===== src/rtl/ddp_scaler.sv =====
// rtl/ddp_scaler.sv - frame-buffer address generator with integer pixel/line replication
// Fetches an HW x VH buffer upscaled by SCALE and returns blanked RGB three cycles later.
module ddp_scaler #(
   parameter int DW    = 15,
   parameter int HW    = 200,
   parameter int VH    = 150,
   parameter int SCALE = 4
) (
   input  logic          pclk,
   input  logic          rst,
   input  logic          hen,
   input  logic          ven,
   input  logic [11:0]   rdata,
   output logic [DW-1:0] raddr,
   output logic [11:0]   rgb,
   output logic          de
);

   localparam logic [DW-1:0] LAST_COL = DW'(HW - 1);
   localparam logic [DW-1:0] ROW_STEP = DW'(HW);
   localparam logic [DW-1:0] ROW_MAX  = DW'((VH - 1) * HW);
   localparam logic [2:0]    S_LAST   = 3'(SCALE - 1);

   logic          act;
   logic [DW-1:0] col_q, col_d;
   logic [DW-1:0] row_base_q, row_base_d;
   logic [2:0]    sx_q, sx_d;
   logic [2:0]    sy_q, sy_d;
   logic          act_d1_q, act_d1_d;
   logic          en_d1_q, en_d1_d;
   logic          en_d2_q, en_d2_d;
   logic [DW-1:0] raddr_q, raddr_d;
   logic [11:0]   rgb_q, rgb_d;
   logic          de_q, de_d;

   assign act = hen & ven;

   always_comb begin
      col_d      = col_q;
      row_base_d = row_base_q;
      sx_d       = sx_q;
      sy_d       = sy_q;
      raddr_d    = raddr_q;
      act_d1_d   = act;
      en_d1_d    = act;
      en_d2_d    = en_d1_q;
      rgb_d      = en_d2_q ? rdata : 12'h000;
      de_d       = en_d2_q;

      // Frame reset wins over line end when hen and ven fall together.
      if (!ven) begin
         col_d      = '0;
         row_base_d = '0;
         sx_d       = '0;
         sy_d       = '0;
      end else if (act) begin
         raddr_d = row_base_q + col_q;
         if (sx_q == S_LAST) begin
            sx_d = '0;
            if (col_q != LAST_COL) col_d = col_q + 1'b1;
         end else begin
            sx_d = sx_q + 1'b1;
         end
      end else if (act_d1_q) begin
         col_d = '0;
         sx_d  = '0;
         if (sy_q == S_LAST) begin
            sy_d = '0;
            if (row_base_q != ROW_MAX) row_base_d = row_base_q + ROW_STEP;
         end else begin
            sy_d = sy_q + 1'b1;
         end
      end
   end

   always_ff @(posedge pclk) begin
      if (rst) begin
         col_q      <= '0;
         row_base_q <= '0;
         sx_q       <= '0;
         sy_q       <= '0;
         act_d1_q   <= 1'b0;
         en_d1_q    <= 1'b0;
         en_d2_q    <= 1'b0;
         raddr_q    <= '0;
         rgb_q      <= '0;
         de_q       <= 1'b0;
      end else begin
         col_q      <= col_d;
         row_base_q <= row_base_d;
         sx_q       <= sx_d;
         sy_q       <= sy_d;
         act_d1_q   <= act_d1_d;
         en_d1_q    <= en_d1_d;
         en_d2_q    <= en_d2_d;
         raddr_q    <= raddr_d;
         rgb_q      <= rgb_d;
         de_q       <= de_d;
      end
   end

   assign raddr = raddr_q;
   assign rgb   = rgb_q;
   assign de    = de_q;

endmodule


===== config.mk =====
export PLATFORM = sky130hd
export DESIGN_NAME = ddp_scaler
export DESIGN_NICKNAME = d
export VERILOG_FILES = /design/src/rtl/ddp_scaler.sv
export SDC_FILE = /design/constraint.sdc
export NUM_CORES = 1
export LEC_CHECK = 0
export ABC_AREA = 0
export BUFFER_PORTS_ARGS = -buffer_cell sky130_fd_sc_hd__buf_4
export CAP_MARGIN = 30
export CORE_ASPECT_RATIO = 0.8
export CORE_UTILIZATION = 56
export CTS_CLUSTER_DIAMETER = 150
export DETAILED_ROUTE_END_ITERATION = 8
export GPL_TIMING_DRIVEN = 0
export MAX_ROUTING_LAYER = met4
export PLACE_DENSITY_LB_ADDON = 0.25
export SLEW_MARGIN = 20
export SYNTH_ARGS = -nofsm -noshare
export SYNTH_HDL_FRONTEND = slang
export SYNTH_SLANG_ARGS = --single-unit

===== constraint.sdc =====
create_clock -name pclk -period 1.92 [get_ports pclk]
set_input_delay 0.384 -clock pclk [delete_from_list [all_inputs] [get_ports pclk]]
set_output_delay 0.384 -clock pclk [all_outputs]
set_load 0.03 [all_outputs]

; Word-level counts from Yosys, hierarchy flattened
; Index checks and enable logic that the tools add are counted.
[op_classes]
addsub = 5
n_eq_ne = 6
mux = 8
bitwise = 4
reduce_logical = 7
[ops]
columns = cell, count
row1 = $mux 15, 4
row2 = $add 15x1->15 const B, 1
row3 = $add 15x15->15, 1
row4 = $add 15x8->15 const B, 1
row5 = $ne 15x15->1 const B, 1
row6 = $ne 15x8->1 const B, 1
row7 = $mux 3, 4
row8 = $add 3x1->3 const B, 2
row9 = $eq 3x2->1 const B, 2
row10 = $ne 2x1->1 const B, 2
row11 = $reduce_and 2->1, 2
row12 = $reduce_and 4->1, 1
row13 = $reduce_or 2->1, 2
row14 = $not 1->1, 3
row15 = $reduce_and 3->1, 1
row16 = $reduce_bool 2->1, 1
row17 = $and 1x1->1, 1
[word_totals]
ff_bits = 66
in_bits = 16
wordCells = 39

; Depth between registers and ports, before layout
[depth]
depth_word = 4
depth_mapped = 7
depth_no_buf = 7

; Worst setup path after synthesis
; OpenSTA, ideal clock, no wires.
[synth_path]
path_type = input port to flip-flop
start = input ven
end = register row_base_q[14]
setup_ns = 0.059
arrival_ns = 1.698
t_required_ns = 1.861
path_slack_ns = 0.162
cell_stages = 6
path_cell_list = a21bo_1 buf_6 nor4_2 nand3_2 or4_1 nand2_1
[synth_between]
elab_chain_len = 3
elab_cells_between_ends = 5
[synth_rtl]
columns = element, line
row1 = start: declaration, 12  ; input logic ven,
row2 = $and 1x1->1, 36  ; assign act = hen & ven;
row3 = $not 1->1 (no source line), -
row4 = $reduce_and 4->1 (no source line), -
row5 = end signal: assignment, 90  ; row_base_q <= row_base_d;
row6 = end: declaration, 26  ; logic [DW-1:0] row_base_q, row_base_d;
; Several ways; a longest one is shown, not always the timed one.
; A chain may end at the register's enable or synchronous reset.

; Final worst setup path
[layout_path]
start = register col_q[3]
end = register raddr_q[7], in the netlist raddr[7]
[layout_between]
elab_chain_len = 1
[layout_rtl]
columns = element, line
row1 = start: declaration, 25  ; logic [DW-1:0] col_q, col_d;
row2 = start signal: assignment, 89  ; col_q <= col_d;
row3 = $add 15x15->15, 57  ; raddr_d = row_base_q + col_q;
row4 = end signal: assignment, 96  ; raddr_q <= raddr_d;
row5 = end: declaration, 32  ; logic [DW-1:0] raddr_q, raddr_d;
; No other way between the ends.

==> results.cfg <==
[sta]
maxSlewViolCount = 0
worst_pin_slew_ps = 641
timing.hold.ws_ps = 226
relSlewSlack = 0.572
finClkSkew_ps = 7.89
finalSetupViolCount = 0
period_share = 0.966
fin_crit_ps = 1850
fmax_ghz = 0.539
setup_tns_ps = 0
report.final.hold_viol_count = 0

[setup_path]
cp-end-kind = flop
arrival_ps = 2130
crit_slowest_cell = fa_2
crit_path_end = raddr[7]
r2r-start = col_q[3]
cp_top_family = adder cells
critPathBufInv = 0
r2r_slack_ps = 70
max_stage_delay_ps = 430
cp_max_fo = 5
crit_type = reg -> reg
cp-startpoint = col_q[3]
worstPathRequired_ps = 2200
worst_path_most_repeated_cell = a21oi_1
worstReg2RegEnd = raddr[7]
reg2reg_depth = 7
critical_path_depth = 7
path_cells = ha_2, fa_2, a21o_1, a21oi_1, xnor2_1, nand2_1, a21oi_1
startpoint_type = flop

[global_route]
track_usage = 0.258
grt_overflow_total = 0
first_global_vias = 2309
grt_pass1_wl_mm = 10.8
grt_max_degree = 13
antenna_found_initial = 0

[placed_design]
dp_hpwl_mm = 4.93
port_buffers = 43
place_area_mm2 = 0.00337
gp_congestion = 0.907

[yosys]
synth_area_per_cell_um2 = 8.92
synthesis.instances = 333
ys_ff_latch = 63
synth_cell_types = 47
yosys_warnings = 0
synth-async-reset-ratio = 0
mappedNetlistArea_mm2 = 0.00297
synth_edf_count = 0
yosysSeqAreaShare = 0.425
syn-num-nets = 366
synth_flop_cell = dfxtp_1

[outcome]
status = finished clean

[floorplan]
die_h_um = 67.1
ioPinCount = 44
coreArea_mm2 = 0.00506
start_util = 0.586
die_w_um = 83.4
rows = 23
dieArea_mm2 = 0.00560

[drt]
routedWlPerCell_um = 15.2
viasPerCell = 5.69
drc_errors = 0
drtIter0Drc = 156
drtAntennaViolNets = 0
totalWireLength_mm = 6.94
dr.pass1.iters = 4
routed-via-count = 2601

[clocking]
insertion_delay_ps = 350
clockBufferDepth = 2
cts_num_sinks = 63
cts_tree = yes
cts-hold-fix-buffers = 0
cts_root_buffer = clkbuf_8
htree_levels = 3
cts_buffers = 9
clkTransAtPathRegs_ps = 80

[layout]
multiInputGateArea_mm2 = 0.00172
area_growth_pct = 24.5
layout.nets = 423
seq_area_mm2 = 0.00128
layout-drive-gt1-share = 0.230
final_area_mm2 = 0.00370
diodes = 0
fill_cells = 378

[power_and_ir_drop]
ir_worst_vdd_mv = 0.514
cellLeakagePower_nw = 1.45
finalPower_mw = 2.57
powerDensity_mw_per_mm2 = 694

[worst_hold_path]
hold_path_class = in -> reg
timing.hold.worst.start = rdata[3]

[job]
cap_violations = 0
layer usage:
layer  vias to the layer above  GRT usage  routed length [um]
met5                         -          -                   0
met4                         0     0.0847                  70
met3                        10     0.0721                 369
met2                        65      0.394                3200
met1                      1225      0.333                3290
li1                       1301          -                   -
flip-flops by register name, indices dropped and copies added (netlist names):
| name | cells |
|---|---|
| col_q | 15 |
| de | 1 |
| de_d | 1 |
| en_d1_q | 1 |
| raddr | 15 |
| rgb | 12 |
| row_base_q | 12 |
| sx_q | 3 |
| sy_q | 3 |
metrics by stage:
stage               instances  utilization  setup WS (ps)
global route              457        0.730          -16.8
detailed placement        438        0.666           -275
floorplan                 333            -            162
global placement          438        0.666           -314
finish                    457        0.730           65.7
CTS                       457        0.712           5.24
worst min-delay path by stage:
stage                         end  slack (ps)  cells after the start
final                      rgb[3]         230                      2
after global routing       rgb[3]         230                      2
after CTS                  rgb[3]         230                      2
after detailed placement  sy_q[2]         440                      2
after global placement    sy_q[2]         430                      2
after floorplan           sy_q[2]         420                      2
synthesized netlist by cell type, types with 2 or more instances:
cell type	n	area, um2
nor3b_1	3	22.5
ha_1	16	200
nand4_1	9	56.3
nor2_1	31	116
nor3_1	4	20.0
or3_1	3	18.8
o21ai_0	9	45.0
and3_1	5	31.3
dfxtp_1	63	1260
a211oi_1	2	15.0
and4_1	3	26.3
a31oi_1	3	18.8
a21oi_1	25	125
nor4_1	2	12.5
inv_1	6	22.5
xnor2_1	14	123
nor4_2	2	25.0
or4_1	3	22.5
xor2_1	13	114
a211o_1	2	17.5
o2111ai_1	2	17.5
clkbuf_1	11	41.3
a311oi_1	3	26.3
o211ai_1	6	45.0
nand2_1	38	143
and4b_1	2	20.0
a21o_1	2	15.0
a22o_1	2	17.5
nand3_1	10	50.1
and2_1	16	100
nor2b_1	5	31.3
nand3b_1	3	22.5
what timing repair did:
| action | CTS | global route |
|---|---|---|
| endpoints found under the hold margin | 0 | 0 |
| setup endpoints to repair | 12 | 20 |
| pin swaps | 2 | 3 |
| gates resized for setup | 5 | 26 |
| buffers inserted | 3 | 1 |
cell usage in the layout (no fill, tap or decap), types with 6 or more instances in the layout:
master,count
nand3_1,10
dfxtp_1,52
nor2_1,31
o211ai_1,6
clkbuf_1,10
dfxtp_2,9
xnor2_1,14
and2_1,16
nand4_1,9
nand2_1,38
a21oi_1,23
inv_1,6
xor2_1,13
ha_1,11
clkbuf_8,9
o21ai_0,7
buf_4,47
final cells by class:
cell class              count  share of cell area
inverters                   6             0.00609
well taps                  62              0.0210
flip-flops and latches     63               0.346
multi-input cells         252               0.465
clock inverters             7              0.0200
clock buffers               9              0.0335
repair buffers             47              0.0954
plain buffers              11              0.0132
logic make-up (layout without fill, tap and decap cells):
kind of cell,count (synthesis),after routing,synth area share
and+or+nand+nor,146,146,0.261
xor gates and xnor gates,27,27,0.0796
buffers and inverters,18,80,0.0253
adders and majority gates,17,17,0.0741
AOI/OAI and AO/OA,62,62,0.135
DFF,63,63,0.425
where the power goes:
part | internal [mW] | leakage, nW | switching (mW)
clock | 0.597 | 0.0875 | 0.552
combinational | 0.0412 | 0.847 | 0.0634
sequential | 1.31 | 0.514 | 0.00345
(Power assumes the default switching activity.)
